File: src/rtl/tcam_rule_loader_if.sv
// Processor-side command/response bundle for the TCAM rule loader.
// The master is the CSR/processor bridge and the slave is the loader.
interface tcam_rule_loader_if #(
  parameter int KEY_W   = 128,
  parameter int ENTRIES = 16
);
  localparam int IDX_W = $clog2(ENTRIES);

  logic             cmd_valid;
  logic             cmd_ready;
  logic [1:0]       cmd_op;
  logic [IDX_W-1:0] cmd_addr;
  logic [KEY_W-1:0] cmd_value;
  logic [KEY_W-1:0] cmd_mask;

  // Responses have no back-pressure, so rsp_valid is a single-cycle strobe.
  logic             rsp_valid;
  logic             rsp_err;
  logic [KEY_W-1:0] rsp_value;
  logic [KEY_W-1:0] rsp_mask;

  modport master (
    output cmd_valid, cmd_op, cmd_addr, cmd_value, cmd_mask,
    input  cmd_ready, rsp_valid, rsp_err, rsp_value, rsp_mask
  );

  modport slave (
    input  cmd_valid, cmd_op, cmd_addr, cmd_value, cmd_mask,
    output cmd_ready, rsp_valid, rsp_err, rsp_value, rsp_mask
  );
endinterface

File: src/rtl/tcam_rule_loader.sv
// Sequences INSTALL/DELETE/CLEAR_ALL/READ commands into ordered TCAM mask/value writes.
// Optional macro SHADOW_READ_EN adds a shadow array of value/mask words so that READ can return data.
module tcam_rule_loader #(
  parameter  int KEY_W   = 128,
  parameter  int ENTRIES = 16,
  localparam int IDX_W   = $clog2(ENTRIES)
) (
  input  logic                clk,
  input  logic                rst_n,
  tcam_rule_loader_if.slave   bus,
  output logic                wr_en,
  output logic                wr_is_mask,
  output logic [IDX_W-1:0]    wr_addr,
  output logic [KEY_W-1:0]    wr_data,
  output logic [ENTRIES-1:0]  entry_valid
);

  typedef enum logic [1:0] {
    OP_INSTALL = 2'd0,
    OP_DELETE  = 2'd1,
    OP_CLEAR   = 2'd2,
    OP_READ    = 2'd3
  } op_e;

  typedef enum logic [1:0] {
    S_IDLE    = 2'd0,
    S_WR_MASK = 2'd1,
    S_WR_VAL  = 2'd2,
    S_RESP    = 2'd3
  } state_e;

  // A power-of-two depth makes every address legal, so the range check folds away.
  localparam bit               CHECK_RANGE = (ENTRIES & (ENTRIES - 1)) != 0;
  localparam logic [IDX_W-1:0] LAST_IDX    = IDX_W'(ENTRIES - 1);
  localparam logic [KEY_W-1:0] ALL_ONES    = '1;

  state_e           state_q, state_d;
  op_e              op_q, op_d;
  logic [IDX_W-1:0] addr_q, addr_d;
  logic [KEY_W-1:0] value_q, value_d;
  logic [KEY_W-1:0] mask_q, mask_d;

  logic               cmd_ready_q, cmd_ready_d;
  logic               rsp_valid_q, rsp_valid_d;
  logic               rsp_err_q, rsp_err_d;
  logic [KEY_W-1:0]   rsp_value_q, rsp_value_d;
  logic [KEY_W-1:0]   rsp_mask_q, rsp_mask_d;
  logic               wr_en_d, wr_is_mask_d;
  logic [IDX_W-1:0]   wr_addr_d;
  logic [KEY_W-1:0]   wr_data_d;
  logic [ENTRIES-1:0] entry_valid_d;
  logic               addr_bad;

`ifdef SHADOW_READ_EN
  logic [KEY_W-1:0] shadow_value [ENTRIES];
  logic [KEY_W-1:0] shadow_mask  [ENTRIES];

  // NOTE: the shadow must start at the TCAM reset pattern, so it is a resettable
  // register array rather than a RAM macro, which could not be cleared in one cycle.
  always_ff @(posedge clk or negedge rst_n) begin
    if (!rst_n) begin
      for (int k = 0; k < ENTRIES; k++) begin
        shadow_value[k] <= '0;
        shadow_mask[k]  <= ALL_ONES;
      end
    end else if (wr_en) begin
      if (wr_is_mask) shadow_mask[wr_addr]  <= wr_data;
      else            shadow_value[wr_addr] <= wr_data;
    end
  end
`endif

  // The addr_q register doubles as the CLEAR_ALL entry counter.
  always_comb begin
    // NOTE: every signal assigned here gets its default first. Otherwise a path
    // through the case statement would leave it unassigned and infer a latch.
    state_d       = state_q;
    op_d          = op_q;
    addr_d        = addr_q;
    value_d       = value_q;
    mask_d        = mask_q;
    wr_en_d       = 1'b0;
    wr_is_mask_d  = wr_is_mask;
    wr_addr_d     = wr_addr;
    wr_data_d     = wr_data;
    rsp_valid_d   = 1'b0;
    rsp_err_d     = 1'b0;
    rsp_value_d   = rsp_value_q;
    rsp_mask_d    = rsp_mask_q;
    entry_valid_d = entry_valid;
    addr_bad      = CHECK_RANGE && (32'(bus.cmd_addr) >= ENTRIES) &&
                    (op_e'(bus.cmd_op) != OP_CLEAR);

    unique case (state_q)
      S_IDLE: begin
        if (bus.cmd_valid) begin
          op_d    = op_e'(bus.cmd_op);
          addr_d  = bus.cmd_addr;
          value_d = bus.cmd_value;
          mask_d  = bus.cmd_mask;
          if (addr_bad) begin
            state_d     = S_RESP;
            rsp_valid_d = 1'b1;
            rsp_err_d   = 1'b1;
          end else begin
            unique case (op_e'(bus.cmd_op))
              OP_INSTALL, OP_DELETE, OP_CLEAR: begin
                // DELETE and CLEAR_ALL write the TCAM reset pattern.
                if (op_e'(bus.cmd_op) != OP_INSTALL) begin
                  value_d = '0;
                  mask_d  = ALL_ONES;
                end
                if (op_e'(bus.cmd_op) == OP_CLEAR) addr_d = '0;
                state_d      = S_WR_MASK;
                wr_en_d      = 1'b1;
                wr_is_mask_d = 1'b1;
                wr_addr_d    = addr_d;
                wr_data_d    = mask_d;
              end
              OP_READ: begin
                state_d     = S_RESP;
                rsp_valid_d = 1'b1;
`ifdef SHADOW_READ_EN
                rsp_value_d = shadow_value[bus.cmd_addr];
                rsp_mask_d  = shadow_mask[bus.cmd_addr];
`else
                rsp_err_d   = 1'b1;
`endif
              end
            endcase
          end
        end
      end

      S_WR_MASK: begin
        state_d      = S_WR_VAL;
        wr_en_d      = 1'b1;
        wr_is_mask_d = 1'b0;
        wr_data_d    = value_q;
      end

      S_WR_VAL: begin
        if (op_q == OP_CLEAR && addr_q != LAST_IDX) begin
          addr_d       = addr_q + 1'b1;
          state_d      = S_WR_MASK;
          wr_en_d      = 1'b1;
          wr_is_mask_d = 1'b1;
          wr_addr_d    = addr_d;
          wr_data_d    = mask_q;
        end else begin
          state_d     = S_RESP;
          rsp_valid_d = 1'b1;
          unique case (op_q)
            OP_INSTALL: entry_valid_d[addr_q] = 1'b1;
            OP_DELETE:  entry_valid_d[addr_q] = 1'b0;
            default: begin
              entry_valid_d = '0;
              addr_d        = '0;
            end
          endcase
        end
      end

      S_RESP: state_d = S_IDLE;
    endcase

    cmd_ready_d = (state_d == S_IDLE);
  end

  // NOTE: all state updates use non-blocking assignments, so every register
  // samples the values from before the edge, whatever the statement order.
  always_ff @(posedge clk or negedge rst_n) begin
    if (!rst_n) begin
      state_q     <= S_IDLE;
      op_q        <= OP_INSTALL;
      addr_q      <= '0;
      value_q     <= '0;
      mask_q      <= '0;
      cmd_ready_q <= 1'b1;
      rsp_valid_q <= 1'b0;
      rsp_err_q   <= 1'b0;
      rsp_value_q <= '0;
      rsp_mask_q  <= '0;
      wr_en       <= 1'b0;
      wr_is_mask  <= 1'b0;
      wr_addr     <= '0;
      wr_data     <= '0;
      entry_valid <= '0;
    end else begin
      state_q     <= state_d;
      op_q        <= op_d;
      addr_q      <= addr_d;
      value_q     <= value_d;
      mask_q      <= mask_d;
      cmd_ready_q <= cmd_ready_d;
      rsp_valid_q <= rsp_valid_d;
      rsp_err_q   <= rsp_err_d;
      rsp_value_q <= rsp_value_d;
      rsp_mask_q  <= rsp_mask_d;
      wr_en       <= wr_en_d;
      wr_is_mask  <= wr_is_mask_d;
      wr_addr     <= wr_addr_d;
      wr_data     <= wr_data_d;
      entry_valid <= entry_valid_d;
    end
  end

  assign bus.cmd_ready = cmd_ready_q;
  assign bus.rsp_valid = rsp_valid_q;
  assign bus.rsp_err   = rsp_err_q;
  assign bus.rsp_value = rsp_value_q;
  assign bus.rsp_mask  = rsp_mask_q;

endmodule
File: src/flat_wrapper.sv
// flat-port wrapper written by rule: the top's interface ports become plain ports
module tcam_rule_loader_flat 
#(
  parameter  int KEY_W   = 128,
  parameter  int ENTRIES = 16,
  localparam int IDX_W   = $clog2(ENTRIES)
)
  (clk, rst_n, wr_en, wr_is_mask, wr_addr, wr_data, entry_valid, bus_cmd_valid, bus_cmd_op, bus_cmd_addr, bus_cmd_value, bus_cmd_mask, bus_cmd_ready, bus_rsp_valid, bus_rsp_err, bus_rsp_value, bus_rsp_mask);
  tcam_rule_loader_if #(.KEY_W(KEY_W), .ENTRIES(ENTRIES)) bus_i ();
  input  logic clk;
  input  logic rst_n;
  output logic wr_en;
  output logic wr_is_mask;
  output logic [IDX_W-1:0] wr_addr;
  output logic [KEY_W-1:0] wr_data;
  output logic [ENTRIES-1:0] entry_valid;
  input wire logic [$bits(bus_i.cmd_valid)-1:0] bus_cmd_valid;
  input wire logic [$bits(bus_i.cmd_op)-1:0] bus_cmd_op;
  input wire logic [$bits(bus_i.cmd_addr)-1:0] bus_cmd_addr;
  input wire logic [$bits(bus_i.cmd_value)-1:0] bus_cmd_value;
  input wire logic [$bits(bus_i.cmd_mask)-1:0] bus_cmd_mask;
  output wire logic [$bits(bus_i.cmd_ready)-1:0] bus_cmd_ready;
  output wire logic [$bits(bus_i.rsp_valid)-1:0] bus_rsp_valid;
  output wire logic [$bits(bus_i.rsp_err)-1:0] bus_rsp_err;
  output wire logic [$bits(bus_i.rsp_value)-1:0] bus_rsp_value;
  output wire logic [$bits(bus_i.rsp_mask)-1:0] bus_rsp_mask;
  assign bus_i.cmd_valid = bus_cmd_valid;
  assign bus_i.cmd_op = bus_cmd_op;
  assign bus_i.cmd_addr = bus_cmd_addr;
  assign bus_i.cmd_value = bus_cmd_value;
  assign bus_i.cmd_mask = bus_cmd_mask;
  assign bus_cmd_ready = bus_i.cmd_ready;
  assign bus_rsp_valid = bus_i.rsp_valid;
  assign bus_rsp_err = bus_i.rsp_err;
  assign bus_rsp_value = bus_i.rsp_value;
  assign bus_rsp_mask = bus_i.rsp_mask;
  tcam_rule_loader #(.KEY_W(KEY_W), .ENTRIES(ENTRIES)) u_core (.clk(clk), .rst_n(rst_n), .bus(bus_i), .wr_en(wr_en), .wr_is_mask(wr_is_mask), .wr_addr(wr_addr), .wr_data(wr_data), .entry_valid(entry_valid));
endmodule
File: config.mk
export PLATFORM = sky130hd
export DESIGN_NAME = tcam_rule_loader_flat
export DESIGN_NICKNAME = d
export VERILOG_FILES = /design/src/rtl/tcam_rule_loader_if.sv /design/src/rtl/tcam_rule_loader.sv /design/src/flat_wrapper.sv
export SDC_FILE = /design/constraint.sdc
export NUM_CORES = 1
export LEC_CHECK = 0
export CAP_MARGIN = 20
export CORE_AREA = 2 2 263 265
export CTS_BUF_LIST = sky130_fd_sc_hd__clkbuf_4
export DETAILED_ROUTE_END_ITERATION = 7
export DIE_AREA = 0 0 265 267
export RECOVER_POWER = 25
export SKIP_CTS_REPAIR_TIMING = 1
export SLEW_MARGIN = 20
export SYNTH_ARGS = -nofsm -noshare
export SYNTH_HDL_FRONTEND = slang
export SYNTH_SLANG_ARGS = --single-unit
File: constraint.sdc
create_clock -name clk -period 2 [get_ports clk]
set_input_delay 0.2 -clock clk [delete_from_list [all_inputs] [get_ports clk]]
set_output_delay 0.2 -clock clk [all_outputs]
set_load 0.01 [all_outputs]
==> flow_summary.yaml <==
critical_path:
  worst_path_most_repeated_cell: "buf_6"
  cp_slowest_cell: "dfrtp_1"
  startpoint_type: "flop"
  critPathMaxStageDelay_ns: 0.42
  r2r_setup_slack_ns: -0.11
  critical_path_class: "flop to flop"
  critPathArrivalTime_ns: 2.83
  critical_path_required_ns: 2.72
  path_max_fanout: 8
  setup.worst_path.end_class: "flop"
  path_cells: "buf_6, ha_4, o311ai_4, buf_6, buf_12, clkbuf_16, mux2_4"
synth:
  synth_top_area_share_pct: 51.6
  syn-cell-area_um2: 20200
  syn_area_per_cell_um2: 11.8
  async_flop_share_pct: 100
  ys_ff_latch: 417
  synth_common_cells: "dfrtp_1 (416), buf_4 (256), a21oi_1 (141)"
  synthTopCellsByArea: "dfrtp_1 (52%), buf_4 (9.5%), mux2_4 (8.9%)"
  netlist_instances: 1715
  synth-seq-area-share_pct: 51.8
  synth_ff_type: "dfrtp_1"
  synth.most_common_cell: "dfrtp_1"
  yosysWarnings: 0
  yosysUniqueCellTypes: 38
  synth_top_area_cell: "dfrtp_1"
  synth-edff-count: 0
global_route:
  grt_use_met1_pct: 22.0
  grt-ovfl-total: 0
  antenna_found_initial: 7
  grt_pass1_vias: 16100
  grt_pass1_wl_um: 97100
  grt_max_degree: 78
  met3_usage_pct: 5.19
  grtUsageTotal_pct: 17.8
  grt_use_met2_pct: 28.6
  busiest_layer: "met2"
placed_design:
  dp_cells: 2979
  routabilityCongestion: 0.796
  dp_hpwl_um: 43600
  port_buffers: 417
  dpl_cell_area_um2: 25000
die:
  die_area_um2: 70800
  initial_core_util_pct: 29.7
  die_x_um: 265
  core_um2: 68000
  ios: 674
  rows: 96
  fp.dieH_um: 267
timing:
  timing.final.crit_period_ns: 2.11
  slew_violations: 0
  final.period_utilization_pct: 105
  finalClockSkew_ns: 0.0584
  setup_slack_ns: -0.109
  setup_viol: 116
  worst_slew_pin_slew_ns: 1.13
  maxClockFrequency_mhz: 474
  slew-limit-headroom_pct: 24.6
  rsz0062_at_grt: "yes"
  worst_hold_slack_ns: 0.0628
  timing_hold_violations_final: 0
routing:
  drtIter0Drc: 1196
  vias: 16900
  drcViolationCount: 0
  vias_per_cell: 4.84
  wl_per_cell_um: 21.4
  routed_wl_um: 74600
  dr.pass1.iters: 5
  ant_nets: 0
finish:
  drive_above_1_share_pct: 22.3
  final_util_pct: 45.4
  design_area_um2: 30900
  syn_to_final_growth_pct: 53.1
  stdcell_count: 3490
  nets: 2782
outcome:
  violations: "negative setup slack"
  status: "complete, but fails checks"
flow_run:
  cap_violations: 0
power_and_ir_drop:
  powerDensity_nw_per_um2: 1690
  power_w: 0.0523
  vdd_drop_max_mv: 1.12
  p_leak_nw: 14.5
clock_tree:
  root_buffer: "clkbuf_4"
  cts_tree: "done"
  cts-buffers-inserted: 115
  path_clk_slew_ns: 0.07
  ctsHtreeMaxLevel: 3
  numClockSinks: 417
  clock_latency_ns: 0.89
  cts_buffer_depth: 3
worst_hold_path:
  hold_class: "input pin to flop"
==> sequential cells by signal, summed over array words and instances (netlist names) <==
signal / count
u_core.bus.cmd_ready: 1
u_core.bus.rsp_err: 1
u_core.mask_q: 128
u_core.wr_addr: 4
u_core.value_q: 128
u_core.state_q: 2
u_core.addr_q: 4
u_core.bus.rsp_valid: 1
u_core.wr_en: 1
u_core.wr_data: 128
u_core.entry_valid: 16
u_core.op_q: 2
u_core.wr_is_mask: 1
==> kinds of logic (layout without fill, tap and decap cells) <==
family / count (synthesis) / after routing / share of synthesized area [%]
fa+ha+maj: 9 / 9 / 0.559
simple gates: 176 / 176 / 3.53
xor+xnor: 3 / 3 / 0.130
flops: 417 / 417 / 51.8
other cells: 1 / 260 / 0.0186
buf+inv: 397 / 1031 / 13.2
compound gates: 580 / 580 / 21.2
mux: 132 / 132 / 9.61
==> power breakdown <==
part           switching [W]  leakage, nW  internal [W]
Combinational         0.0130         8.80        0.0160
Clock                0.00384        0.902       0.00424
Sequential           0.00263         4.83        0.0127
Total                 0.0194         14.5        0.0329
==> area by class of cell <==
| class | instances | area [µm²] |
|---|---|---|
| Tap cell | 882 | 1100 |
| Timing Repair Buffer | 812 | 9100 |
| Multi-Input combinational cell | 1156 | 8660 |
| Antenna cell | 4 | 10.0 |
| Inverter | 6 | 27.5 |
| Fill cell | 6104 | 37100 |
| Clock inverter | 46 | 274 |
| Clock buffer | 167 | 1250 |
| Sequential cell | 417 | 10400 |
==> through the flow <==
| stage | setup TNS [ns] | worst slack (ns) |
|---|---|---|
| 2_1_floorplan | 0 | 0.0292 |
| 3_3_place_gp | -13.31 | -0.120 |
| 3_5_place_dp | -14.46 | -0.138 |
| 4_1_cts | -28.82 | -0.336 |
| 5_1_grt | -18.24 | -0.188 |
| 6_report | -5.45 | -0.109 |
==> worst max-delay path, delay by kind of cell (launching register included) <==
family | cells | cell delay (ns)
buf+inv | 4 | 0.73
flops | 1 | 0.42
compound gates | 1 | 0.33
mux | 1 | 0.29
fa+ha+maj | 1 | 0.19
==> cell usage in the layout, fill, tap and decap left out, types with 3 or more instances in the layout <==
cell             instances
inv_1                    4
clkbuf_16               18
nand2_1                 18
nor2_4                  40
dfrtp_1                415
ha_1                     4
a31oi_1                  3
clkinv_1                32
nor2b_1                  3
xnor2_1                  3
mux2_4                 128
clkbuf_2                 4
conb_1                 256
a22oi_2                  9
buf_12                  29
buf_6                   15
a22oi_1                119
buf_4                   55
clkbuf_4               170
a22o_1                 134
a21oi_1                114
buf_16                   9
ha_4                     4
nor2_1                  70
clkdlybuf4s50_1        263
diode_2                  4
nand2b_1                 4
dlygate4sd3_1          250
dlymetal6s2s_1         153
bufinv_16                3
o22a_1                 129
a21oi_2                 27
mux2_2                   4
and2_1                   3
clkinv_2                 7
nand3_1                  5
o21ai_0                 36
buf_8                    9
nor2_2                  25
==> worst paths after layout <==
| check | startpoint | end | cells past startpoint |
|---|---|---|---|
| setup / recovery | u_core.state_q[1] | u_core.wr_data[89] | 7 |
| hold / removal | bus_cmd_mask[119] | u_core.mask_q[119] | 2 |
| setup reg to reg | u_core.state_q[1] | u_core.wr_data[89] | 7 |
| hold reg to reg | u_core.entry_valid[15] | u_core.entry_valid[15] | 1 |
| max in group asynchronous | rst_n | u_core.wr_en | 4 |
| min in group asynchronous | rst_n | u_core.mask_q[17] | 3 |
==> routing by layer <==
metal / wire, µm / up-vias
met5: 27 / -
met4: 2660 / 4
met3: 5480 / 170
met2: 36500 / 770
met1: 30000 / 8535
li1: - / 7403
Power figures use the tool's default switching activity.
